--- config.mk ---
export PLATFORM = sky130hd
export DESIGN_NAME = ifu_fetch_buffer
export DESIGN_NICKNAME = d
export VERILOG_FILES = /design/src/rtl/ifu_fetch_buffer_pkg.sv /design/src/rtl/ifu_fetch_buffer_inst_fifo.sv /design/src/rtl/ifu_fetch_buffer.sv
export SDC_FILE = /design/constraint.sdc
export NUM_CORES = 1
export LEC_CHECK = 0
export CAP_MARGIN = 20
export CORE_MARGIN = 4
export CORE_UTILIZATION = 48
export DETAILED_ROUTE_END_ITERATION = 10
export MAX_ROUTING_LAYER = met4
export PLACE_DENSITY = 0.73
export SLEW_MARGIN = 40
export SYNTH_ARGS = -nofsm -noshare
export SYNTH_HDL_FRONTEND = slang
export SYNTH_SLANG_ARGS = --single-unit
--- constraint.sdc ---
create_clock -name i_clk -period 3.1 [get_ports i_clk]
set_clock_uncertainty 0.05 [all_clocks]
set_input_delay 0.465 -clock i_clk [delete_from_list [all_inputs] [get_ports i_clk]]
set_output_delay 0.465 -clock i_clk [all_outputs]
set_load 0.02 [all_outputs]
--- src/rtl/ifu_fetch_buffer_pkg.sv ---
// Shared types and constants for the instruction fetch unit.
package ifu_fetch_buffer_pkg;

   localparam int XLEN = 32;
   localparam logic [XLEN-1:0] RESET_PC_DEFAULT = 32'h8000_0000;

   typedef struct packed {
      logic [XLEN-1:0] pc;
      logic [XLEN-1:0] inst;
   } fetch_entry_t;

   function automatic logic [XLEN-1:0] align_word(input logic [XLEN-1:0] addr);
      return addr & ~32'h3;
   endfunction

endpackage

--- src/rtl/ifu_fetch_buffer_inst_fifo.sv ---
// Synchronous FIFO of {pc, inst} fetch entries; flush empties it and overrides push.
module ifu_inst_fifo
   import ifu_fetch_buffer_pkg::*;
#(
   parameter int DEPTH = 4
) (
   input  logic                       i_clk,
   input  logic                       i_reset,
   input  logic                       i_push,
   input  logic [2*XLEN-1:0]          i_push_data,
   input  logic                       i_pop,
   input  logic                       i_flush,
   output logic                       o_full,
   output logic                       o_empty,
   output logic [$clog2(DEPTH+1)-1:0] o_count,
   output logic [2*XLEN-1:0]          o_head
);

   localparam int PTR_W = $clog2(DEPTH);
   localparam int CNT_W = $clog2(DEPTH+1);

   fetch_entry_t     r_mem [DEPTH];
   logic [PTR_W-1:0] r_wr_ptr;
   logic [PTR_W-1:0] r_rd_ptr;
   logic [CNT_W-1:0] r_count;
   logic             w_do_push;
   logic             w_do_pop;

   assign o_full    = (r_count == CNT_W'(DEPTH));
   assign o_empty   = (r_count == '0);
   assign o_count   = r_count;
   assign o_head    = r_mem[r_rd_ptr];
   assign w_do_pop  = i_pop && !o_empty;
   // A push into a full FIFO is legal when the head leaves in the same cycle.
   assign w_do_push = i_push && !i_flush && (!o_full || w_do_pop);

   always_ff @(posedge i_clk) begin
      if (i_reset || i_flush) begin
         r_wr_ptr <= '0;
         r_rd_ptr <= '0;
         r_count  <= '0;
      end else begin
         if (w_do_push) r_wr_ptr <= r_wr_ptr + PTR_W'(1);
         if (w_do_pop)  r_rd_ptr <= r_rd_ptr + PTR_W'(1);
         case ({w_do_push, w_do_pop})
            2'b10:   r_count <= r_count + CNT_W'(1);
            2'b01:   r_count <= r_count - CNT_W'(1);
            default: r_count <= r_count;
         endcase
      end
   end

   always_ff @(posedge i_clk) begin
      if (w_do_push) r_mem[r_wr_ptr] <= i_push_data;
   end

endmodule

--- src/rtl/ifu_fetch_buffer.sv ---
// Fetch unit: owns the fetch PC, issues credit-limited imem reads and buffers in-order
// responses as {pc, inst} for the core; redirects flush and squash stale responses.
module ifu_fetch_buffer
   import ifu_fetch_buffer_pkg::*;
#(
   parameter logic [31:0] RESET_PC = RESET_PC_DEFAULT,
   parameter int          DEPTH    = 4
) (
   input  logic        i_clk,
   input  logic        i_reset,
   output logic        o_imem_req_valid,
   input  logic        i_imem_req_ready,
   output logic [31:0] o_imem_req_addr,
   input  logic        i_imem_resp_valid,
   input  logic [31:0] i_imem_resp_data,
   output logic        o_out_valid,
   input  logic        i_out_ready,
   output logic [31:0] o_out_pc,
   output logic [31:0] o_out_inst,
   input  logic        i_redirect_valid,
   input  logic [31:0] i_redirect_pc
);

   localparam int CNT_W = $clog2(DEPTH+1);
   localparam logic [CNT_W:0] C_DEPTH = (CNT_W+1)'(DEPTH);

   logic [31:0]      r_fetch_pc;
   logic [31:0]      r_resp_pc;
   logic [CNT_W-1:0] r_outstanding;
   logic [CNT_W-1:0] r_drop_cnt;

   logic [CNT_W-1:0]  w_occupancy;
   logic [CNT_W:0]    w_in_use;
   logic              w_full;
   logic              w_empty;
   logic              w_req_fire;
   logic              w_resp_drop;
   logic              w_resp_push;
   logic              w_pop;
   logic [CNT_W-1:0]  w_resp_dec;
   logic [2*XLEN-1:0] w_head_raw;
   fetch_entry_t      w_head;
   fetch_entry_t      w_push_entry;

   // Buffered plus in-flight (stale included) never exceeds DEPTH, so every response has a slot.
   assign w_in_use         = {1'b0, w_occupancy} + {1'b0, r_outstanding};
   assign o_imem_req_valid = !i_reset && !i_redirect_valid && (r_drop_cnt == '0)
                             && !w_full && (w_in_use < C_DEPTH);
   assign o_imem_req_addr  = r_fetch_pc;

   assign w_req_fire   = o_imem_req_valid && i_imem_req_ready;
   assign w_resp_drop  = i_imem_resp_valid && (r_drop_cnt != '0);
   assign w_resp_push  = i_imem_resp_valid && (r_drop_cnt == '0) && !i_redirect_valid;
   assign w_resp_dec   = CNT_W'(i_imem_resp_valid);
   assign w_pop        = o_out_valid && i_out_ready;
   assign w_push_entry = '{pc: r_resp_pc, inst: i_imem_resp_data};

   always_ff @(posedge i_clk) begin
      if (i_reset) begin
         r_fetch_pc    <= RESET_PC;
         r_resp_pc     <= RESET_PC;
         r_outstanding <= '0;
         r_drop_cnt    <= '0;
      end else if (i_redirect_valid) begin
         // Everything still in flight is stale; a response arriving now is discarded too.
         r_fetch_pc    <= align_word(i_redirect_pc);
         r_resp_pc     <= align_word(i_redirect_pc);
         r_outstanding <= r_outstanding - w_resp_dec;
         r_drop_cnt    <= r_outstanding - w_resp_dec;
      end else begin
         if (w_req_fire)  r_fetch_pc <= r_fetch_pc + 32'd4;
         if (w_resp_push) r_resp_pc  <= r_resp_pc + 32'd4;
         r_outstanding <= r_outstanding + CNT_W'(w_req_fire) - w_resp_dec;
         if (w_resp_drop) r_drop_cnt <= r_drop_cnt - CNT_W'(1);
      end
   end

   ifu_inst_fifo #(
      .DEPTH (DEPTH)
   ) u_inst_fifo (
      .i_clk       (i_clk),
      .i_reset     (i_reset),
      .i_push      (w_resp_push),
      .i_push_data (w_push_entry),
      .i_pop       (w_pop),
      .i_flush     (i_redirect_valid),
      .o_full      (w_full),
      .o_empty     (w_empty),
      .o_count     (w_occupancy),
      .o_head      (w_head_raw)
   );

   // Outputs come only from registered FIFO state; an empty buffer presents zeros.
   assign w_head      = fetch_entry_t'(w_head_raw);
   assign o_out_valid = !w_empty;
   assign o_out_pc    = w_empty ? 32'd0 : w_head.pc;
   assign o_out_inst  = w_empty ? 32'd0 : w_head.inst;

endmodule

# After elaboration in Yosys (flattened, before gate mapping)
# Memory sizes are Yosys's and may differ from the RTL's. A register that Yosys moved wholly into a read port is not among the register bits.
# Index checks and enable logic that the tools add are counted.
dict set report word_totals {
  rom_bits 0
  word_cells 65
  mem_bits_rw 256
  latchBits 0
  out_inout_bits 98
  inputBits 70
  regBits 77
  n_memories 1
}
dict set report classes {
  n_div 0
  order_cmp 1
  n_shift 0
  n_mul 0
  n_bitwise 0
  addsub 11
  eq_ne 3
  muxes 14
  n_reduce_logical 26
}
# name words width rd rd_ports_with_merged_regs wr line
set memory_table {}
lappend memory_table {u_inst_fifo.r_mem 4 64 1 1 1 ifu_fetch_buffer_inst_fifo.sv:22} ;# fetch_entry_t r_mem [DEPTH];
# operator count
set ops {}
lappend ops {{2-to-1 mux 32 bit} 6}
lappend ops {{adder 32 x 3 -> 32 bit (second input constant)} 2}
lappend ops {{logical AND 1 bit} 12}
lappend ops {{2-to-1 mux 3 bit} 3}
lappend ops {{nonzero test 2 bit} 4}
lappend ops {{zero test 3 bit} 2}
lappend ops {{one-hot mux 3 bit (2 select lines)} 1}
lappend ops {{subtractor 3 x 1 -> 3 bit} 2}
lappend ops {{subtractor 3 x 1 -> 3 bit (second input constant)} 2}
lappend ops {{adder 2 x 1 -> 2 bit (second input constant)} 2}
lappend ops {{adder 3 x 3 -> 4 bit} 1}
lappend ops {{zero test 1 bit} 4}
lappend ops {{< comparator 4 x 3 -> 1 bit (second input constant)} 1}
lappend ops {{2-to-1 mux 2 bit} 2}
lappend ops {{adder 3 x 1 -> 3 bit} 1}
lappend ops {{adder 3 x 1 -> 3 bit (second input constant)} 1}
lappend ops {{equality test 3 bit (second input constant)} 1}
lappend ops {{nonzero test 3 bit} 1}
lappend ops {{equality test 2 x 1 -> 1 bit (second input constant)} 1}
lappend ops {{equality test 2 bit (second input constant)} 1}
lappend ops {{logical OR 1 bit} 2}
lappend ops {{2-to-1 mux 1 bit} 2}
lappend ops {{OR reduction 2 bit} 1}

# Longest topological paths before layout
# Gate-level depths: netlist of run 1.
dict set report logic_depth {
  word_depth 9
  mapped_depth 16
  ltp_nobuf 14
}

# Modules after synthesis
# A second synthesis of run 1 with hierarchy kept.
dict set report unflattened {
  cells_unflattened 940
  area_unflattened_um2 14132.3
}
# module area_each_um2 n_inst seq_area_each_um2 cells_per_inst
set modules_own_cells {}
lappend modules_own_cells {ifu_inst_fifo 9759.4 1 7867.5 394}
lappend modules_own_cells {ifu_fetch_buffer 4372.9 1 1321.3 546}

# Worst setup path after synthesis of run 1
# No wires, ideal clock.
dict set report synth_timing {
  path_type {register -> register}
  start {reg r_drop_cnt[0]}
  end {mem u_inst_fifo.r_mem[1][0] (netlist bit), enable pin}
  t_required_ps 2624
  path_stages_with_launch 7
  setup_slack_ps -156
  synth_period_minus_slack_ps 3256
  setup_time_ps 426
  t_arrival_ps 2780
  n_path_buf 0
  cell_sequence {dfxtp_1 > inv_1 > ha_1 > nand3b_1 > nand2b_1 > nor2_1 > and2_1}
}
dict set report synth_between {
  elab_chain_cells 7
}
# element line
set synth_lines {}
lappend synth_lines {{from (decl)} ifu_fetch_buffer.sv:30} ;# logic [CNT_W-1:0] r_drop_cnt;
lappend synth_lines {{from (signal assigned)} ifu_fetch_buffer.sv:69} ;# r_drop_cnt <= r_outstanding - w_resp_dec;
lappend synth_lines {{from (signal assigned)} ifu_fetch_buffer.sv:74} ;# if (w_resp_drop) r_drop_cnt <= r_drop_cnt - CNT_W'(1);
lappend synth_lines {{zero test 3 bit} ifu_fetch_buffer.sv:53} ;# assign w_resp_push = i_imem_resp_valid && (r_drop_cnt == '0) && !i_redirect_valid;
lappend synth_lines {{logical AND 1 bit (2 in series)} ifu_fetch_buffer.sv:53}
lappend synth_lines {{logical AND 1 bit (2 in series)} ifu_fetch_buffer_inst_fifo.sv:35} ;# assign w_do_push = i_push && !i_flush && (!o_full || w_do_pop);
lappend synth_lines {{2-to-1 mux 1 bit} ifu_fetch_buffer_inst_fifo.sv:54} ;# if (w_do_push) r_mem[r_wr_ptr] <= i_push_data;
lappend synth_lines {{2-to-1 mux 1 bit (implied by the code)} ifu_fetch_buffer_inst_fifo.sv:54}
lappend synth_lines {{to (decl)} ifu_fetch_buffer_inst_fifo.sv:22}
# Every way passes these cells.

# Final worst setup path of run 1
dict set report layout_timing {
  start {reg u_inst_fifo.r_count[2], in the netlist u_inst_fifo.o_count[2]}
  end {out o_out_pc[30]}
}
dict set report layout_between {
  elab_chain_cells 2
}
# element line
set layout_lines {}
lappend layout_lines {{from (decl)} ifu_fetch_buffer_inst_fifo.sv:25} ;# logic [CNT_W-1:0] r_count;
lappend layout_lines {{from (signal assigned)} ifu_fetch_buffer_inst_fifo.sv:46} ;# 2'b10: r_count <= r_count + CNT_W'(1);
lappend layout_lines {{from (signal assigned)} ifu_fetch_buffer_inst_fifo.sv:47} ;# 2'b01: r_count <= r_count - CNT_W'(1);
lappend layout_lines {{from (signal assigned)} ifu_fetch_buffer_inst_fifo.sv:48} ;# default: r_count <= r_count;
lappend layout_lines {{zero test 3 bit} ifu_fetch_buffer_inst_fifo.sv:30} ;# assign o_empty = (r_count == '0);
lappend layout_lines {{2-to-1 mux 32 bit} ifu_fetch_buffer.sv:96} ;# assign o_out_pc = w_empty ? 32'd0 : w_head.pc;
lappend layout_lines {{to (decl)} ifu_fetch_buffer.sv:18} ;# output logic [31:0] o_out_pc,
# Every way passes these cells.

==> results of run 1 <==
## sequential cells by signal, indices dropped and copies added (netlist names), named ones only
name,cells
u_inst_fifo.r_rd_ptr,2
u_inst_fifo.o_count,3
r_drop_cnt,3
u_inst_fifo.r_wr_ptr,2
r_resp_pc,30
u_inst_fifo.r_mem,248
o_imem_req_addr,30
r_outstanding,3
## worst max-delay path by stage
stage / depth (start not counted) / to / start / slack [ns]
floorplan: 15 / r_outstanding[2]$_SDFF_PP0_ / u_inst_fifo.o_count[1]$_SDFFE_PP0P_ / 0.002
global placement: 13 / r_outstanding[2]$_SDFF_PP0_ / i_redirect_valid / -0.01
detailed placement: 13 / r_outstanding[2]$_SDFF_PP0_ / i_redirect_valid / -0.04
CTS: 4 / o_out_pc[18] / register / 0.005
global route: 5 / o_out_pc[13] / u_inst_fifo.o_count[2]$_SDFFE_PP0P_ / 0.0008
finish: 5 / o_out_pc[30] / u_inst_fifo.o_count[2]$_SDFFE_PP0P_ / 0.08
## cell type report
cell class	count	area, um2
fillers	2047	10800
flip-flops and latches	323	8950
multi-input cells	538	4340
repair buffers	192	2030
clock buffers	42	943
well taps	378	473
clock inverters	18	268
inverters	21	78.8
## power breakdown
part,internal [mW],leakage [nW],switching (mW)
combinational,0.329,2.40,0.346
sequential,4.79,2.88,0.116
clock,2.75,0.595,1.60
## placed cells by master, fill, tap and decap left out, drive strengths merged, types with 3 or more instances in the layout
cell type      Yosys  routed
a211oi             9       9
a21boi             8       8
a21oi             32      32
a2bb2oi            4       4
a311oi             7       7
a31oi             20      20
a41oi              3       3
and2              71      71
and3               9       9
and4               4       4
buf               19      31
bufinv             0       7
clkbuf            34      43
clkdlybuf4s50      0     143
clkinv             0       9
conb               1       4
dfxtp             75      75
dlymetal6s2s       0      15
edfxtp           248     248
ha                14      14
inv               21      22
mux2i              5       5
mux4              62      62
nand2             59      59
nand2b             4       4
nand3             25      25
nand3b             3       3
nand4             15      15
nor2              51      51
nor3              13      13
nor4               9       9
o211ai             4       4
o21ai             28      28
or2                3       3
or3               13      13
or4                4       4
xnor2             23      23
xor2              13      13
## synth_stat cells, types with 11 or more instances
library cell | number | share of area
sky130_fd_sc_hd__a21oi_1 | 32 | 0.012
sky130_fd_sc_hd__a31oi_1 | 20 | 0.0092
sky130_fd_sc_hd__and2_1 | 71 | 0.033
sky130_fd_sc_hd__buf_1 | 12 | 0.0033
sky130_fd_sc_hd__clkbuf_1 | 34 | 0.0094
sky130_fd_sc_hd__dfxtp_1 | 75 | 0.11
sky130_fd_sc_hd__edfxtp_1 | 248 | 0.55
sky130_fd_sc_hd__ha_1 | 14 | 0.013
sky130_fd_sc_hd__inv_1 | 19 | 0.0053
sky130_fd_sc_hd__mux4_2 | 62 | 0.10
sky130_fd_sc_hd__nand2_1 | 59 | 0.016
sky130_fd_sc_hd__nand3_1 | 25 | 0.0092
sky130_fd_sc_hd__nand4_1 | 15 | 0.0069
sky130_fd_sc_hd__nor2_1 | 51 | 0.014
sky130_fd_sc_hd__nor3_1 | 11 | 0.0041
sky130_fd_sc_hd__o21ai_0 | 28 | 0.010
sky130_fd_sc_hd__or3_1 | 13 | 0.0060
sky130_fd_sc_hd__xnor2_1 | 23 | 0.015
sky130_fd_sc_hd__xor2_1 | 13 | 0.0084
## routing by layer
metal | wire (um) | track usage | vias up
met5 | 0 | - | -
met4 | 405 | 0.0426 | 0
met3 | 1950 | 0.0315 | 37
met2 | 13800 | 0.298 | 326
met1 | 13300 | 0.272 | 4166
li1 | - | - | 3923
## tightest hold or removal path, delay by kind of cell
family / cells / cell delay, ns
simple gates: 2 / 0.19
buf+inv: 2 / 0.28
## cells by family after synthesis
| kind of cell | after synthesis |
|---|---|
| other | 1 |
| XOR/XNOR | 36 |
| AND/OR/NAND/NOR | 291 |
| multiplexers | 67 |
| AO/OA/AOI/OAI | 124 |
| flip-flops | 323 |
| adder cells (fa/ha/maj) | 16 |
| buffers and inverters | 74 |
## through the flow
step	hold slack, ns	TNS, ns
6_report	0.426	0
5_1_grt	0.450	0
2_1_floorplan	0.430	0
3_3_place_gp	0.458	-0.0111
3_5_place_dp	0.468	-0.0368
4_1_cts	0.415	0
## what timing repair did
action                                  CTS  global route
gates cloned                              0             1
endpoints found under the setup margin    4            36
hold buffers                              0             0
endpoints found under the hold margin     0             0
setup buffers                             0             0
gates resized for setup                   3            16
==> impl_summary.txt, run 1 <==
----------------------------------------------------
[Setup path]
  Reg-to-reg slack, setup ... 0.23 ns
  Cell count of the worst reg-to-reg path ... 13
  Number of buffers and inverters on the critical path ... 3
  Reg2Reg Capture Point ... r_outstanding[2]$_SDFF_PP0_
  Category of the most critical setup path ... reg -> out
  Startpoint kind of the worst setup timing path ... register
  CP Cell Sequence ... buf_4, or3_2, buf_12, and2_1, clkdlybuf4s50_1
  Critical path capture point type ... output pin
  Cell with the biggest individual delay on the critical path ... sky130_fd_sc_hd__or3_2
  Worst Path Required ... 2.58 ns
  Crit-path leading delay family ... buffers and inverters
  Worst reg2reg path startpoint ... r_outstanding[1]$_SDFF_PP0_
  Arrival time at the worst endpoint ... 2.51 ns
  Worst path max stage delay ... 0.54 ns
  Crit Path Max Fanout ... 64

[Global routing]
  First-pass GRT wire length ... 46,000 um
  Antenna violations before repair ... 0
  Pin count of the biggest net entering global routing ... 65
  Via count of the first global-routing pass ... 8,454
  Residual overflow from global routing ... 0
  GRT Util Overall ... 0.192

[Drt]
  Number of DRC markers in iteration 0 ... around 540
  DRT Pass-1 Iters ... 5
  Count of antenna-violating nets left after detailed routing ... 0
  Routed length per instance ... 19.4 um
  Detailed-route vias per instance ... 5.59
  Total via count in the routed design ... 8,452
  Drt total wl ... approximately 29,000 um
  Number of design rule violations left after detail routing ... 0

[CTS]
  CTS Sinks ... 323
  Clk Latency, worst-skew pair ... 0.51 ns
  H-tree Lvls ... 2
  Cell at the root of the clock tree ... sky130_fd_sc_hd__clkbuf_16
  Inserted Clock Buffers ... 34
  TritonCTS clock tree ... done
  Clock-pin transition on the worst setup and hold timing paths ... 0.06 ns
  Largest buffer count on any clock path ... 3

[Timing]
  Worst max-slew margin expressed relative to the limit ... 0.527
  Slew of the pin with the lowest slew margin ... approximately 0.71 ns
  Final setup slack of the worst path ... ~0.075 ns
  RSZ-0062 raised after global routing ... false
  Final setup violation count ... 0
  Final worst path period need ... 3.02 ns
  Slew Limit Fails ... 0
  Max Freq ... 331 MHz
  Final hold violation count ... 0
  Final clock period utilization by the worst path ... 0.976

[Pwr]
  LEAKAGE ... roughly 6 nW
  Largest vdd supply drop ... ~440 uV
  Power consumption ... 9.93 mW
  Total power divided by cell area ... about 580 mW/mm2

[Yosys]
  Number of standard cells after synthesis ... 932
  Ys Warns ... 0
  Total of flip-flops plus latches after synthesis ... 323
  Simple logic cell fraction of the synthesized area ... 0.115
  Fraction of registers with async set/reset ... 0
  Cell Area, Synth ... 0.0136 mm2
  Count of flip-flops with a built-in enable after synthesis ... approximately 250
  Proportion of synthesized chip area in sequential cells ... 0.659
  Netlist cell types ... 55
  Adder-Cell Fraction of Synth Area ... 0.0158
  Fraction of synthesized cell area in xor and xnor cells ... 0.0232
  Complex-gate fraction of the synthesized area ... 0.0577
  Combinational family with the most area after synthesis ... simple AND/OR/NAND/NOR gates
  Post-synth top flop ... sky130_fd_sc_hd__edfxtp_1
  Multiplexer share of the synthesized area ... 0.107
  Average size of a mapped cell ... 14.6 um2

[Final layout]
  Final net count ... between 1,000 and 1,500
  Antenna Cells ... 0
  Final Instance Area ... ~0.017 mm2
  Area delta synth->final ... 25.8%
  Post-Route Utilization ... 0.613
  Non-filler cells in the finished layout ... 1,512
  Fraction of final layout cells sized beyond drive strength 1 ... 0.145

[Hold path]
  Hold path start ... i_reset
  Hold path depth ... 4
  Hold crit path type ... in -> reg

[Floorplan]
  X dimension of the die ... 176 um
  Site Rows ... between 60 and 70
  Height of the chip ... around 180 um
  Initial core utilization ... 0.487
  Total core area ... 0.0279 mm2
  Boundary pin count ... around 170
  Die area ... about 0.031 mm2

[Job]
  Max capacitance violation total ... 0

[Placed design]
  Dpl cells ... roughly 1,500
  Final estimated routing congestion in global placement ... about 0.85
  Area after detailed placement ... 0.0158 mm2
  DP Worst Slack ... -0.0368 ns
  Total half-perimeter wirelength after legalization and detailed placement ... 18,200 um
  Quantity of I/O buffers inserted on ports ... roughly 160

[Outcome]
  Status ... finished, final reports clean

----------------------------------------------------
Power figures use the tool's default switching activity.
==> run 2: changes to the inputs <==
PLACE_DENSITY = 0.7   (was 0.73)
clock period = 3.02 ns   (was 3.1 ns; I/O delays follow)
==> run 2 against run 1 <==
Utilization is 0.23 points higher. Final cell count grew 1.4%. Register-to-register slack worse by 0.07 ns. First-iteration DRC count is 8.4% higher. Critical path depth stayed put. Sequential share of layout area shrank 0.19 points. Clock power decreased by 9.0%. Non-clock buffer count rose by 22. Die area is the same.
==> impl_summary.txt, run 2 (synthesized netlist as in run 1, its figures left out) <==
----------------------------------------------------
[Timing]
  Slew of the pin with the lowest slew margin ... around 0.7 ns
  Final setup slack of the worst path ... ~0.066 ns
  Final hold violation count ... 0
  Final worst path period need ... between 2 and 3 ns
  Final clock period utilization by the worst path ... 0.978
  Final setup violation count ... 0
  Max Freq ... approximately 340 MHz
  Worst max-slew margin expressed relative to the limit ... 0.528
  Slew Limit Fails ... 0

[Global routing]
  Pin count of the biggest net entering global routing ... 66
  Via count of the first global-routing pass ... around 8,300
  Residual overflow from global routing ... 0
  First-pass GRT wire length ... ~45,000 um
  Antenna violations before repair ... 0
  GRT Util Overall ... 0.186

[Hold path]
  Hold path start ... i_reset
  Hold path depth ... 4
  Hold crit path type ... in -> reg
  Hold Crit Endpoint ... u_inst_fifo.r_wr_ptr[1]$_SDFFE_PP0P_

[Final layout]
  Final net count ... 1,218
  Final Instance Area ... 0.0172 mm2
  FILL cells ... 2,101
  Most frequent standard cell in the layout excluding fill and tap cells ... sky130_fd_sc_hd__edfxtp_1
  Post-Route Utilization ... 0.616
  Fraction of final layout cells sized beyond drive strength 1 ... 0.156
  Area delta synth->final ... 26.3%
  Antenna Cells ... 0
  Leading cell types in the layout, fill and taps excluded ... sky130_fd_sc_hd__edfxtp_1 (248), sky130_fd_sc_hd__clkdlybuf4s50_1 (103), sky130_fd_sc_hd__dfxtp_1 (72)
  Max reg flops ... 248
  Multi-input logic area ... 0.00434 mm2
  Register area ... 0.00895 mm2
  Register with the highest flop count ... u_inst_fifo.r_mem

[Floorplan]
  Die area ... roughly 0.031 mm2
  Boundary pin count ... 168
  X dimension of the die ... 176 um
  Site Rows ... 61
  Total core area ... 0.0279 mm2
  Height of the chip ... 176 um
  Initial core utilization ... 0.487

[Setup path]
  Worst Path Required ... 2.52 ns
  Crit Path Max Fanout ... 65
  Worst reg2reg path startpoint ... r_outstanding[1]$_SDFF_PP0_
  Number of buffers and inverters on the critical path ... 3
  CP Cell Sequence ... buf_4, or3_2, buf_12, and2_1, clkdlybuf4s50_1
  Arrival time at the worst endpoint ... approximately 2.5 ns
  Crit-path leading delay family ... buffers and inverters
  Reg-to-reg slack, setup ... 0.16 ns
  Startpoint kind of the worst setup timing path ... register
  Worst path max stage delay ... between 0.5 and 0.6 ns
  Category of the most critical setup path ... reg -> out
  Critical path capture point type ... output pin
  Reg2Reg Capture Point ... r_outstanding[2]$_SDFF_PP0_
  Cell with the biggest individual delay on the critical path ... sky130_fd_sc_hd__clkdlybuf4s50_1
  Cell count of the worst reg-to-reg path ... 13

[Job]
  Max capacitance violation total ... 0

[Placed design]
  Total half-perimeter wirelength after legalization and detailed placement ... 18,400 um
  Area after detailed placement ... 0.0159 mm2
  Final estimated routing congestion in global placement ... 0.829
  Quantity of I/O buffers inserted on ports ... about 160
  DP Worst Slack ... -0.0852 ns

[CTS]
  H-tree Lvls ... 2
  Largest buffer count on any clock path ... 3
  Clk Latency, worst-skew pair ... ~0.5 ns
  Inserted Clock Buffers ... 34
  TritonCTS clock tree ... done
  Clock-pin transition on the worst setup and hold timing paths ... 0.06 ns
  CTS Sinks ... 323
  Cell at the root of the clock tree ... sky130_fd_sc_hd__clkbuf_16

[Drt]
  Detailed-route vias per instance ... 5.47
  Number of design rule violations left after detail routing ... 0
  Drt total wl ... 28,700 um
  Routed length per instance ... 18.7 um
  Count of antenna-violating nets left after detailed routing ... 0
  DRT Pass-1 Iters ... 4
  Total via count in the routed design ... 8,381
  Number of DRC markers in iteration 0 ... 583

[Pwr]
  LEAKAGE ... 6.36 nW
  Total power divided by cell area ... 565 mW/mm2
  Largest vdd supply drop ... 371 uV
  Power consumption ... 9.69 mW

[Outcome]
  Status ... finished, final reports clean

----------------------------------------------------
[run 2: worst max path at each step]
| stage | startpoint | to | slack (ns) | cells after the start |
|---|---|---|---|---|
| 2_1_floorplan | u_inst_fifo.o_count[1]$_SDFFE_PP0P_ | r_outstanding[2]$_SDFF_PP0_ | 0.03 | 15 |
| 3_3_place_gp | i_redirect_valid | r_outstanding[2]$_SDFF_PP0_ | -0.04 | 13 |
| 3_5_place_dp | i_redirect_valid | r_outstanding[2]$_SDFF_PP0_ | -0.09 | 13 |
| 4_1_cts | register | o_out_inst[11] | -0.02 | 4 |
| 5_1_grt | u_inst_fifo.o_count[2]$_SDFFE_PP0P_ | o_out_inst[28] | -0.003 | 5 |
| 6_report | u_inst_fifo.o_count[2]$_SDFFE_PP0P_ | o_out_inst[24] | 0.07 | 5 |
[run 2: routing by layer]
layer | part of all wire | track usage
met5 | 0 | -
met4 | 0.017 | 0.0426
met3 | 0.060 | 0.0325
met2 | 0.47 | 0.286
met1 | 0.45 | 0.263
[run 2: layout make-up]
type	instances	share of cell area
Clock buffer	44	0.0549
Clock inverter	15	0.00737
Inverter	21	0.00460
Multi-Input combinational cell	538	0.253
Sequential cell	323	0.522
Tap cell	378	0.0276
Timing Repair Buffer	214	0.130
[run 2: timing repair]
action,4_1_cts,5_1_grt
hold buffers,0,0
cloned,0,1
gates resized for setup,26,33
setup buffers,0,13
setup endpoints to repair,34,36
[run 2: where the power goes]
part	internal (mW)	switching [mW]	total, mW
registers	4.92	0.116	5.03
logic	0.342	0.358	0.700
clock network	2.37	1.59	3.95
total	7.63	2.06	9.69
[run 2: metrics by stage]
stage / std cells / TNS [ns] / hold WS [ns]
after global routing: 1533 / -0.00325 / 0.429
after CTS: 1519 / -0.0412 / 0.395
final: 1533 / 0 / 0.414
after detailed placement: 1460 / -0.0852 / 0.464
after global placement: 1460 / -0.0352 / 0.455
after floorplan: 935 / 0 / 0.430
[run 2: tightest hold or removal path: cells and delay by family]
kind                   cells  cell delay [ns]
buffers and inverters      2             0.28
AO/OA/AOI/OAI              1             0.05
AND/OR/NAND/NOR            1             0.12
==> run 3: changes to the inputs <==
DONT_BUFFER_PORTS = 1   (was unset)
MAX_ROUTING_LAYER = unset   (was met4)
PLACE_DENSITY = 0.63   (was 0.7)
SYNTH_HIERARCHICAL = 1   (was unset)
==> run 3 against run 2 <==
Register-to-register slack improved by 0.13 ns. Final cell count fell by 7.9%. Non-clock buffer count fell by 148. Sequential share of layout area rose by 4.4 points. Combinational power fell by 39%. Clock power rose by 8.1%. Critical endpoint is now r_outstanding[2]$_SDFF_PP0_.
==> impl_summary.txt, run 3 <==
----------------------------------------------------
[Yosys]
  Number of standard cells after synthesis ... 940
  Fraction of registers with async set/reset ... 0
  Most numerous cell in the Yosys netlist ... sky130_fd_sc_hd__edfxtp_1
  Cell types with the highest counts after synthesis ... sky130_fd_sc_hd__edfxtp_1 (256), sky130_fd_sc_hd__dfxtp_1 (75), sky130_fd_sc_hd__nor2b_1 (66)
  Post-synth top flop ... sky130_fd_sc_hd__edfxtp_1
  Most area-consuming cells after synthesis ... sky130_fd_sc_hd__edfxtp_1 (54%), sky130_fd_sc_hd__dfxtp_1 (11%), sky130_fd_sc_hd__mux4_2 (10%), sky130_fd_sc_hd__nor2b_1 (2.9%), sky130_fd_sc_hd__xnor2_1 (1.9%)
  Netlist cell types ... 71
  Post-synthesis cell type with the largest combined area ... sky130_fd_sc_hd__edfxtp_1
  Average size of a mapped cell ... 15.0 um2
  Count of flip-flops with a built-in enable after synthesis ... 256
  Share of the synthesized area in the top cell type ... 0.544
  Proportion of synthesized chip area in sequential cells ... 0.650
  Total of flip-flops plus latches after synthesis ... around 330
  Ys Warns ... 6
  Cell Area, Synth ... 0.0141 mm2

[Timing]
  Slew Limit Fails ... 0
  Max Freq ... roughly 370 MHz
  Slew of the pin with the lowest slew margin ... 0.657 ns
  RSZ-0062 raised after global routing ... false
  Final-layout worst hold slack ... 0.0290 ns
  Final hold violation count ... 0
  Final worst path period need ... 2.73 ns
  Final setup violation count ... 0
  Sum of negative setup slack ... 0 ns
  Final clock period utilization by the worst path ... 0.904
  Worst max-slew margin expressed relative to the limit ... 0.561

[Floorplan]
  Boundary pin count ... 168
  Initial core utilization ... 0.490
  Site Rows ... 62
  Height of the chip ... 180 um
  X dimension of the die ... 180 um
  Die area ... 0.0323 mm2
  Total core area ... 0.0289 mm2

[Global routing]
  Gr busiest metal ... met2
  Via count of the first global-routing pass ... 7,968
  First-pass GRT wire length ... ~46,000 um
  GRT Util Overall ... 0.179
  Met3 global-route usage ... 0.0530
  Pin count of the biggest net entering global routing ... 66
  Antenna violations before repair ... 1
  Residual overflow from global routing ... 0
  GR met2 Demand/Resource ... 0.279
  Global routing met1 resource utilization ... 0.254

[Drt]
  DRT Pass-1 Iters ... 4
  Number of design rule violations left after detail routing ... 0
  Count of antenna-violating nets left after detailed routing ... 0
  Drt total wl ... 29,000 um
  Total via count in the routed design ... between 7,000 and 8,000
  Detailed-route vias per instance ... approximately 5.6
  Routed length per instance ... ~21 um
  Number of DRC markers in iteration 0 ... 480

[Pwr]
  Power consumption ... 9.84 mW
  Flop pwr share ... 0.523
  P_sw ... 2.02 mW
  LEAKAGE ... 5.11 nW
  Internal power of the cells ... just under 8 mW
  Total power divided by cell area ... between 600 and 700 mW/mm2
  Share of power burned in combinational logic ... 0.043
  Share of total power in the clock network ... 0.434
  Largest vdd supply drop ... 280 uV
  Net switching share of the total power ... 0.206

[Setup path]
  Cell with the biggest individual delay on the critical path ... sky130_fd_sc_hd__dfxtp_1
  CP Cell Sequence ... ha_1, nor4_2, nand4_1, ha_1, inv_1, ha_1, fa_1, xor2_1, o21ai_0, xnor2_1, nor2_1
  Crit Path Max Fanout ... 8
  Worst Path Required ... 3.36 ns
  Category of the most critical setup path ... reg -> reg
  Arrival time at the worst endpoint ... between 3 and 4 ns
  Startpoint kind of the worst setup timing path ... register
  Crit-path leading delay family ... adder cells
  Top cell by count, worst path ... sky130_fd_sc_hd__ha_1
  Worst path max stage delay ... 0.47 ns
  Number of buffers and inverters on the critical path ... 1
  Critical path capture point type ... register

[CTS]
  TritonCTS clock tree ... done
  Clk Latency, worst-skew pair ... 0.50 ns
  CTS Sinks ... 331
  Cell at the root of the clock tree ... sky130_fd_sc_hd__clkbuf_16
  Largest buffer count on any clock path ... 3
  Clock-pin transition on the worst setup and hold timing paths ... around 0.060 ns
  Inserted Clock Buffers ... 36
  H-tree Lvls ... 2
  Post-cts gate resize count ... 0

[Final layout]
  Area delta synth->final ... 15.0%
  Final net count ... around 1,100
  Fraction of final layout cells sized beyond drive strength 1 ... 0.185
  Leading cell types in the layout, fill and taps excluded ... sky130_fd_sc_hd__edfxtp_1 (256), sky130_fd_sc_hd__dfxtp_1 (73), sky130_fd_sc_hd__nor2b_1 (66)
  Register with the highest flop count ... u_inst_fifo/r_mem
  Antenna Cells ... 0
  Max reg flops ... approximately 260
  Most frequent standard cell in the layout excluding fill and tap cells ... sky130_fd_sc_hd__edfxtp_1
  Post-Route Utilization ... 0.563
  FILL cells ... 2,285

[Job]
  Max capacitance violation total ... 0

[Outcome]
  Status ... finished, final reports clean

[Placed design]
  Final estimated routing congestion in global placement ... 0.800
  Quantity of I/O buffers inserted on ports ... 0
  Total half-perimeter wirelength after legalization and detailed placement ... between 15,000 and 20,000 um

[Hold path]
  Hold crit path type ... in -> reg

----------------------------------------------------
run 3: through the flow:
step / cell area [um2] / instances / worst slack (ns)
after global routing: 16300 / 1412 / 0.101
after global placement: 14700 / 1311 / 0.316
after detailed placement: 14700 / 1311 / 0.324
after floorplan: 14200 / 949 / -0.0316
after CTS: 16200 / 1411 / 0.232
final: 16300 / 1412 / 0.291
run 3: cells by family (layout without fill, tap and decap cells):
| group | count (synthesis) | count (layout) | synth area share |
|---|---|---|---|
| DFF | 331 | 331 | 0.650 |
| other | 1 | 10 | 0.000265 |
| buffers and inverters | 83 | 162 | 0.0294 |
| and+or+nand+nor | 285 | 285 | 0.120 |
| xor gates and xnor gates | 39 | 39 | 0.0242 |
| AOI/OAI and AO/OA | 113 | 113 | 0.0529 |
| muxes | 72 | 72 | 0.108 |
| adders and majority gates | 16 | 16 | 0.0152 |
run 3: final cells by class:
| type | count | area, um2 | area share |
|---|---|---|---|
| clock inverter | 19 | 196 | 0.0121 |
| timing repair buffer | 66 | 728 | 0.0448 |
| clock buffer | 47 | 967 | 0.0595 |
| multi-input combinational | 535 | 4580 | 0.282 |
| sequential | 331 | 9200 | 0.566 |
| tap | 384 | 480 | 0.0296 |
| inverter | 30 | 113 | 0.00693 |
run 3: timing repair:
action | CTS | global route
buffers inserted | 0 | 0
endpoints found under the hold margin | 176 | 0
hold buffers | 34 | 0
run 3: path summary, 6_finish.rpt:
check	start	to	slack, ns	cells past startpoint
setup / recovery	u_inst_fifo/o_count[2]$_SDFFE_PP0P_	r_outstanding[2]$_SDFF_PP0_	0.29	11
hold / removal	i_redirect_pc[19]	o_imem_req_addr[19]$_SDFFE_PP0P_	0.03	2
setup reg to reg	u_inst_fifo/o_count[2]$_SDFFE_PP0P_	r_outstanding[2]$_SDFF_PP0_	0.29	11
hold reg to reg	u_inst_fifo/r_wr_ptr[1]$_SDFFE_PP0P_	u_inst_fifo/r_wr_ptr[1]$_SDFFE_PP0P_	0.47	2
run 3: power by group through the flow:
stage,combinational (mW),sequential (mW),clock [mW]
after floorplan,0.297,5.21,0
after global placement,0.360,5.24,0
after detailed placement,0.363,5.24,0
after CTS,0.432,5.15,4.39
after global routing,0.480,5.16,4.59
final,0.428,5.15,4.27
run 3: routing by layer:
layer	part of all wire	wire length, um
met1	0.46	13200
met5	0.00045	13
met3	0.074	2130
met4	0.015	422
met2	0.46	13200
